`src/rtl/rca_wb_sequencer_pkg.sv`:
```
// rtl/rca_wb_sequencer_pkg.sv - shared RCA writeback types and helpers
package rca_wb_sequencer_pkg;
    localparam int NUM_WRITE_PORTS = 5;
    localparam int XLEN            = 32;
    localparam int REG_ADDR_W      = 5;
    localparam int ID_W            = 4;
    localparam int IDX_W           = $clog2(NUM_WRITE_PORTS);

    typedef logic [ID_W-1:0]  id_t;
    typedef logic [IDX_W-1:0] idx_t;

    typedef enum logic {
        ST_IDLE  = 1'b0,
        ST_DRAIN = 1'b1
    } seq_state_t;

    typedef struct packed {
        id_t                                         id;
        logic [NUM_WRITE_PORTS-1:0][XLEN-1:0]        rd;
        logic [NUM_WRITE_PORTS-1:0][REG_ADDR_W-1:0]  addr;
        logic [NUM_WRITE_PORTS-1:0]                  mask;
    } rca_wb_bundle_t;

    // Writes aimed at x0 are architecturally void, so they never become beats.
    function automatic logic [NUM_WRITE_PORTS-1:0] x0_filter(
        input logic [NUM_WRITE_PORTS-1:0]                 mask,
        input logic [NUM_WRITE_PORTS-1:0][REG_ADDR_W-1:0] addr
    );
        logic [NUM_WRITE_PORTS-1:0] f;
        for (int i = 0; i < NUM_WRITE_PORTS; i++) begin
            f[i] = mask[i] && (addr[i] != '0);
        end
        return f;
    endfunction
endpackage

```
`src/rtl/rca_wb_sequencer_if.sv`:
```
// rtl/rca_wb_sequencer_if.sv - grid bundle input and regfile beat output bus
interface rca_wb_sequencer_if;
    import rca_wb_sequencer_pkg::*;

    logic                                        flush;
    logic                                        bundle_valid;
    logic                                        bundle_ready;
    id_t                                         bundle_id;
    logic [NUM_WRITE_PORTS-1:0][XLEN-1:0]        bundle_rd;
    logic [NUM_WRITE_PORTS-1:0][REG_ADDR_W-1:0]  bundle_rd_addr;
    logic [NUM_WRITE_PORTS-1:0]                  bundle_wr_mask;
    logic                                        wb_valid;
    logic                                        wb_ready;
    logic                                        wb_we;
    logic [REG_ADDR_W-1:0]                       wb_rd_addr;
    logic [XLEN-1:0]                             wb_data;
    id_t                                         wb_id;
    logic                                        wb_last;
    logic                                        busy;

    modport master (
        output flush, bundle_valid, bundle_id, bundle_rd, bundle_rd_addr, bundle_wr_mask, wb_ready,
        input  bundle_ready, wb_valid, wb_we, wb_rd_addr, wb_data, wb_id, wb_last, busy
    );

    modport slave (
        input  flush, bundle_valid, bundle_id, bundle_rd, bundle_rd_addr, bundle_wr_mask, wb_ready,
        output bundle_ready, wb_valid, wb_we, wb_rd_addr, wb_data, wb_id, wb_last, busy
    );
endinterface

```
`src/rtl/rca_wb_sequencer_lowest_set_idx.sv`:
```
// rtl/rca_wb_sequencer_lowest_set_idx.sv - lowest set bit index, mask with it cleared, single-bit flag
module rca_lowest_set_idx
    import rca_wb_sequencer_pkg::*;
(
    input  logic [NUM_WRITE_PORTS-1:0] mask,
    output idx_t                       idx,
    output logic [NUM_WRITE_PORTS-1:0] rest,
    output logic                       is_last
);
    always_comb begin
        idx = '0;
        for (int i = NUM_WRITE_PORTS - 1; i >= 0; i--) begin
            if (mask[i]) begin
                idx = idx_t'(i);
            end
        end
    end

    assign rest    = mask & (mask - NUM_WRITE_PORTS'(1));
    assign is_last = (mask != '0) && (rest == '0);
endmodule

```
`src/rtl/rca_wb_sequencer.sv`:
```
// rtl/rca_wb_sequencer.sv - serializes an RCA result bundle onto the single regfile write port
module rca_wb_sequencer
    import rca_wb_sequencer_pkg::*;
(
    input  logic              clk,
    input  logic              rst,
    rca_wb_sequencer_if.slave bus
);
    seq_state_t                 state;
    rca_wb_bundle_t             cur;
    rca_wb_bundle_t             in_bundle;
    rca_wb_bundle_t             sel;
    logic                       beat_done;
    logic                       accept;
    logic [NUM_WRITE_PORTS-1:0] pend_rest;
    idx_t                       sel_idx;
    logic                       sel_last;
    idx_t                       unused_pend_idx;
    logic                       unused_pend_last;
    logic [NUM_WRITE_PORTS-1:0] unused_sel_rest;

    assign beat_done        = bus.wb_valid && bus.wb_ready;
    assign bus.bundle_ready = !bus.flush && (state == ST_IDLE || (beat_done && bus.wb_last));
    assign accept           = bus.bundle_valid && bus.bundle_ready;
    assign bus.busy         = (state != ST_IDLE);

    always_comb begin
        in_bundle.id   = bus.bundle_id;
        in_bundle.rd   = bus.bundle_rd;
        in_bundle.addr = bus.bundle_rd_addr;
        in_bundle.mask = x0_filter(bus.bundle_wr_mask, bus.bundle_rd_addr);
    end

    // cur.mask is the pending mask and still includes the beat on the wb_* outputs.
    rca_lowest_set_idx u_pend (
        .mask    (cur.mask),
        .idx     (unused_pend_idx),
        .rest    (pend_rest),
        .is_last (unused_pend_last)
    );

    // Source of the next beat: a freshly accepted bundle, or the remainder of the current one.
    always_comb begin
        sel      = cur;
        sel.mask = pend_rest;
        if (accept) begin
            sel = in_bundle;
        end
    end

    rca_lowest_set_idx u_next (
        .mask    (sel.mask),
        .idx     (sel_idx),
        .rest    (unused_sel_rest),
        .is_last (sel_last)
    );

    always_ff @(posedge clk or posedge rst) begin
        if (rst) begin
            state          <= ST_IDLE;
            cur            <= '0;
            bus.wb_valid   <= 1'b0;
            bus.wb_we      <= 1'b0;
            bus.wb_last    <= 1'b0;
            bus.wb_data    <= '0;
            bus.wb_rd_addr <= '0;
            bus.wb_id      <= '0;
        end else if (bus.flush) begin
            state        <= ST_IDLE;
            cur.mask     <= '0;
            bus.wb_valid <= 1'b0;
            bus.wb_we    <= 1'b0;
            bus.wb_last  <= 1'b0;
        end else if (accept || (beat_done && !bus.wb_last)) begin
            // An empty bundle still produces one id-only beat so the id retires.
            state          <= ST_DRAIN;
            cur            <= sel;
            bus.wb_valid   <= 1'b1;
            bus.wb_we      <= (sel.mask != '0);
            bus.wb_rd_addr <= sel.addr[sel_idx];
            bus.wb_data    <= sel.rd[sel_idx];
            bus.wb_id      <= sel.id;
            bus.wb_last    <= sel_last || (sel.mask == '0);
        end else if (beat_done) begin
            state        <= ST_IDLE;
            cur.mask     <= '0;
            bus.wb_valid <= 1'b0;
            bus.wb_we    <= 1'b0;
            bus.wb_last  <= 1'b0;
        end
    end
endmodule

```
`src/flat_wrapper.sv`:
```
// flat-port wrapper written by rule: the top's interface ports become plain ports
module rca_wb_sequencer_flat import rca_wb_sequencer_pkg::*;
  (clk, rst, bus_flush, bus_bundle_valid, bus_bundle_id, bus_bundle_rd, bus_bundle_rd_addr, bus_bundle_wr_mask, bus_wb_ready, bus_bundle_ready, bus_wb_valid, bus_wb_we, bus_wb_rd_addr, bus_wb_data, bus_wb_id, bus_wb_last, bus_busy);
  rca_wb_sequencer_if bus_i ();
  input  logic clk;
  input  logic rst;
  input wire logic [$bits(bus_i.flush)-1:0] bus_flush;
  input wire logic [$bits(bus_i.bundle_valid)-1:0] bus_bundle_valid;
  input wire logic [$bits(bus_i.bundle_id)-1:0] bus_bundle_id;
  input wire logic [$bits(bus_i.bundle_rd)-1:0] bus_bundle_rd;
  input wire logic [$bits(bus_i.bundle_rd_addr)-1:0] bus_bundle_rd_addr;
  input wire logic [$bits(bus_i.bundle_wr_mask)-1:0] bus_bundle_wr_mask;
  input wire logic [$bits(bus_i.wb_ready)-1:0] bus_wb_ready;
  output wire logic [$bits(bus_i.bundle_ready)-1:0] bus_bundle_ready;
  output wire logic [$bits(bus_i.wb_valid)-1:0] bus_wb_valid;
  output wire logic [$bits(bus_i.wb_we)-1:0] bus_wb_we;
  output wire logic [$bits(bus_i.wb_rd_addr)-1:0] bus_wb_rd_addr;
  output wire logic [$bits(bus_i.wb_data)-1:0] bus_wb_data;
  output wire logic [$bits(bus_i.wb_id)-1:0] bus_wb_id;
  output wire logic [$bits(bus_i.wb_last)-1:0] bus_wb_last;
  output wire logic [$bits(bus_i.busy)-1:0] bus_busy;
  assign bus_i.flush = bus_flush;
  assign bus_i.bundle_valid = bus_bundle_valid;
  assign bus_i.bundle_id = bus_bundle_id;
  assign bus_i.bundle_rd = bus_bundle_rd;
  assign bus_i.bundle_rd_addr = bus_bundle_rd_addr;
  assign bus_i.bundle_wr_mask = bus_bundle_wr_mask;
  assign bus_i.wb_ready = bus_wb_ready;
  assign bus_bundle_ready = bus_i.bundle_ready;
  assign bus_wb_valid = bus_i.wb_valid;
  assign bus_wb_we = bus_i.wb_we;
  assign bus_wb_rd_addr = bus_i.wb_rd_addr;
  assign bus_wb_data = bus_i.wb_data;
  assign bus_wb_id = bus_i.wb_id;
  assign bus_wb_last = bus_i.wb_last;
  assign bus_busy = bus_i.busy;
  rca_wb_sequencer u_core (.clk(clk), .rst(rst), .bus(bus_i));
endmodule
```
`config.mk`:
```
export PLATFORM = sky130hd
export DESIGN_NAME = rca_wb_sequencer_flat
export DESIGN_NICKNAME = d
export VERILOG_FILES = /design/src/rtl/rca_wb_sequencer_pkg.sv /design/src/rtl/rca_wb_sequencer_if.sv /design/src/rtl/rca_wb_sequencer_lowest_set_idx.sv /design/src/rtl/rca_wb_sequencer.sv /design/src/flat_wrapper.sv
export SDC_FILE = /design/constraint.sdc
export NUM_CORES = 1
export LEC_CHECK = 0
export CORE_UTILIZATION = 40
export DETAILED_ROUTE_END_ITERATION = 6
export GPL_ROUTABILITY_DRIVEN = 0
export HOLD_SLACK_MARGIN = 0.05
export PLACE_DENSITY = 0.66
export SLEW_MARGIN = 20
export SYNTH_ARGS = -nofsm -noshare
export SYNTH_HDL_FRONTEND = slang
export SYNTH_SLANG_ARGS = --single-unit
```
`constraint.sdc`:
```
create_clock -name clk -period 21.1 [get_ports clk]
set_clock_uncertainty 0.05 [all_clocks]
set_input_delay 2.11 -clock clk [delete_from_list [all_inputs] [get_ports clk]]
set_output_delay 2.11 -clock clk [all_outputs]
set_load 0.05 [all_outputs]
```
=== After elaboration in Yosys (flattened, before gate mapping) ===
Cells that the tools add are included.

* Add/subtract/negate cells: 2
* Magnitude comparators: 1
* Multiplexer cells: 20
* Bitwise gates (word level): 4
* Reduce and logical (&&, ||, !) cells: 27

{| class="wikitable"
|+ Operators with widths
! operator !! number
|-
| $mux W190 || 1
|-
| $bmux W32 S3 || 1
|-
| $mux W32 || 1
|-
| $reduce_bool A5 Y1 || 6
|-
| $mux W5 || 4
|-
| $bmux W5 S3 || 1
|-
| $mux W3 || 5
|-
| $logic_and A1 B1 Y1 || 11
|-
| $and A5 B5 Y5 || 2
|-
| $logic_not A5 Y1 || 2
|-
| $sub A5 B1 Y5 const B || 2
|-
| $mux W1 || 7
|-
| $lt A3 B4 Y1 const B || 1
|-
| $logic_or A1 B1 Y1 || 3
|-
| $reduce_and A3 Y1 || 1
|-
| $reduce_bool A3 Y1 || 1
|-
| $logic_not A1 Y1 || 2
|-
| $not A1 Y1 || 2
|-
| $reduce_and A2 Y1 || 1
|}

* Register bits after elaboration: 234
* Output and inout bits: 46
* Word-level logic and storage cells: 71

=== Longest topological paths before layout ===
* Depth in word-level cells: 13
* Depth in mapped cells: 10

=== Modules after synthesis ===
From an unflattened synthesis, not the netlist that was laid out.

* Cells, all modules: 1136
* Area, all modules: 11651.2 µm²

{| class="wikitable"
|+ By module, submodules not included
! module !! instances !! cells each !! area an instance (µm²) !! seq. area each (µm²)
|-
| rca_wb_sequencer || 1 || 1092 || 11335.9 || 5855.6
|-
| rca_lowest_set_idx || 2 || 22 || 157.7 || 0.0
|}

=== Least setup slack after synthesis ===
Ideal clock, no wire load.

* Path kind: input port to output port
* Start point: in bus_wb_ready
* End point: out bus_bundle_ready
* Data arrival time: 2896 ps
* Slack: 16044 ps
* Stages on the path: 2
* Path through: a21boi_1 nor2_1

* Cells in the longest elaborated chain, start to end: 4

{| class="wikitable"
|+ Ends and longest elaborated chain
! element !! RTL line !! RTL
|-
| start, declared || flat_wrapper.sv:13 || <nowiki>input wire logic [$bits(bus_i.wb_ready)-1:0] bus_wb_ready;</nowiki>
|-
| $logic_and A1 B1 Y1 || rca_wb_sequencer.sv:22 || <nowiki>assign beat_done = bus.wb_valid && bus.wb_ready;</nowiki>
|-
| $logic_and A1 B1 Y1 || rca_wb_sequencer.sv:23 || <nowiki>assign bus.bundle_ready = !bus.flush && (state == ST_IDLE || (beat_done && bus.wb_last));</nowiki>
|-
| $logic_or A1 B1 Y1 || rca_wb_sequencer.sv:23 ||
|-
| $logic_and A1 B1 Y1 || rca_wb_sequencer.sv:23 ||
|-
| end, declared || flat_wrapper.sv:14 || <nowiki>output wire logic [$bits(bus_i.bundle_ready)-1:0] bus_bundle_ready;</nowiki>
|}

Every way passes these cells.

=== Worst setup path after layout ===
Ends and elaborated chain as after synthesis.

==> metrics.txt <==
worst r2r src=u_core.bus.wb_valid; TritonCTS clock tree=done; final WL=30040 um; residual DRC count=30; gr usage total=21.95%; most numerous cell in the Yosys netlist=nand2_1; # IOs=245; Final Hold Viols=0; number of CTS-inserted buffers=25; # nets final=between 1000 and 1500; Core ar.=26130 um2; top cell type's share of synthesized area=54.81%; Synth Instances=1063; Starting Density=roughly two fifths; ratio of cells with drive above 1 in the final layout=11.07%; CTS Buffer Depth=3; Slew Viols, Final=0; vias per inst=about 5.2; Mapped Area=~11000 um2; Yosys reg bits=234; Crit path top cell by count=clkdlybuf4s50_1; Buffers on Ports=between 200 and 250; setup_tns=0 ps; WP data required=18940 ps; Syn-to-layout area delta=32.16%; Worst Path Arrival=~3900 ps; hold_buf cts=0; worst hold path class=reg -> reg; MaxCap Viol Count=0; Final Util=between 50 and 60%; initial antenna violation count=1; worst setup path class=in -> out; failing checks=DRC; First-pass DRT Iterations=7; post-DR wirelength/cell=18.56 um; hold path cells=2; Critical Path Max Stage Delay=740 ps; Setup Buffers After CTS=0; fmax=165.9 MHz; HPWL Detailed=18920 um; fin crit period=6029 ps; Overflow after GRT=0; crit share post-route=28.57%; Worst R2R End=u_core.bus.wb_data[30]; largest cells by area after synthesis=dfrtp_1 55%, nand2_1 16%, mux2_2 4.7%; clock-pin slew on the worst setup and hold paths=60 ps; Worst-Skew Late Latency=510 ps; die area=27370 um2; final setup violation count=0; Main synth FF type=dfrtp_1; first-pass GRT wire length=~46000 um; clock sink count=between 200 and 250; Syn Area/Cell=10.05 um2; n_diodes=0; Reg2Reg Depth=7; Cell Rows=59; Post-synth ARST share=100.0%; synth unique cells=47; die height=165.4 um; Synth Warn #=0; Seq/Total Area, Yosys=a little over half; Rel. slew slack=27.49%; Post-synth EDFFs=0; Max FO, Critical Path=6; Post-synth top cells=449 x nand2_1, 234 x dfrtp_1, 46 x clkbuf_1, 45 x mux2_2, 45 x o211ai_1; Worst path slowest cell=clkdlybuf4s50_1; worst slew pin tran=1088 ps; Root Buffer=clkbuf_16; Hold Crit Start=u_core.cur[123]; post-CTS sizing=0; Max IR drop VDD=50.78 uV; pin count of the biggest net entering global routing=182; leak pwr=6.481 nW; status=finished, violations left; Crit. End Element=primary output; post-route ant nets=0; RSZ-0062 raised after global routing=false; Pwr Density=99.57 nW/um2; Yosys top cell by area=dfrtp_1; Post-Syn Nets=1262; DRT iter0 DRCs=560; Vias=8447; Setup crit start kind=primary input; die width=approximately 170 um; Hold Crit Endpoint=u_core.cur[123]; vias in the first global route=8458; # fillers=2359; number of H-tree levels=1; Worst R2R Setup Slack=17460 ps; worst path cell trace=clkdlybuf4s50_1, a21boi_1, nor2_1, clkdlybuf4s50_1
[cell type report]
cell class	count	area [um2]	share of cell area, %
Tap cell	335	419.2	2.969
Multi-Input combinational cell	750	4471	31.66
Clock inverter	7	138.9	0.9836
Inverter	3	18.77	0.1329
Sequential cell	234	5856	41.47
Timing Repair Buffer	254	2534	17.94
Clock buffer	35	683.2	4.838
[cells in the final DEF, fill, tap and decap left out, types with 2 or more instances in the layout]
cell / n
clkbuf_16: 25
or3_1: 9
bufinv_16: 4
a32oi_1: 29
o21ai_1: 3
nor2_1: 2
dfrtp_1: 234
o21a_2: 2
buf_4: 8
o31ai_4: 2
nor3_1: 3
o211ai_1: 45
mux2_2: 45
inv_1: 2
clkbuf_8: 2
o21a_1: 2
a22o_1: 2
o211ai_2: 32
nor2b_1: 3
mux2i_1: 38
a21o_1: 30
clkinv_2: 2
clkbuf_1: 8
or4_1: 5
clkdlybuf4s50_1: 244
nand2_1: 448
a21oi_1: 6
a2bb2oi_1: 8
nand2b_1: 4
o21ai_0: 9
[worst max-delay path: cells and delay by family]
| family | cells | cell delay [ps] |
|---|---|---|
| buffers and inverters | 2 | 1190 |
| AO/OA/AOI/OAI | 1 | 470 |
| AND/OR/NAND/NOR | 1 | 100 |
[registers in the layout, summed over array words and instances (netlist names)]
register               cells
u_core.bus.wb_we           1
u_core.bus.wb_valid        1
u_core.cur               194
u_core.bus.wb_rd_addr      5
u_core.bus.wb_last         1
u_core.bus.wb_data        32
[routing by layer]
| metal | GRT usage [%] | vias to the layer above | share of wire (%) |
|---|---|---|---|
| met5 | 0 | - | 0.033 |
| met2 | 35.77 | 303 | 47 |
| met1 | 30.82 | 4069 | 45 |
| met4 | 4.711 | 2 | 1.5 |
| met3 | 3.546 | 39 | 7.0 |
| li1 | - | 4034 | - |
[worst max-delay path by stage]
stage,startpoint,to
after floorplan,rst,u_core.bus.wb_data[0]
after global placement,bus_wb_ready,bus_bundle_ready
after detailed placement,bus_wb_ready,bus_bundle_ready
after CTS,bus_wb_ready,bus_bundle_ready
after global routing,bus_wb_ready,bus_bundle_ready
final,bus_wb_ready,bus_bundle_ready
[metrics by stage]
| stage | setup slack [ps] | cells | instance area, um2 | power [W] | hold WS [ps] |
|---|---|---|---|---|---|
| 5_1_grt | 15010 | 1618 | 14120 | 0.001472 | 433.9 |
| 6_report | 15070 | 1618 | 14120 | 0.001406 | 420.3 |
| 3_5_place_dp | 15080 | 1575 | 13290 | 0.0009654 | 407.0 |
| 2_1_floorplan | 12520 | 1063 | 10680 | 0.0008265 | 390.1 |
| 4_1_cts | 15070 | 1617 | 14110 | 0.001419 | 422.0 |
| 3_3_place_gp | 15130 | 1575 | 13290 | 0.0009595 | 401.4 |
[power by group]
group | switching [W] | internal [W] | leakage, nW
clock network | 0.000174 | 0.000273 | 0.401
logic | 0.000232 | 0.000151 | 3.18
registers | 0.0000376 | 0.000538 | 2.90
[cell families after synthesis]
| family | Yosys count | share of synthesized area [%] |
|---|---|---|
| buffers and inverters | 79 | 3.724 |
| flip-flops | 234 | 54.81 |
| multiplexers | 83 | 8.303 |
| AO/OA/AOI/OAI | 181 | 14.84 |
| AND/OR/NAND/NOR | 486 | 18.33 |
Power figures use the tool's default switching activity.
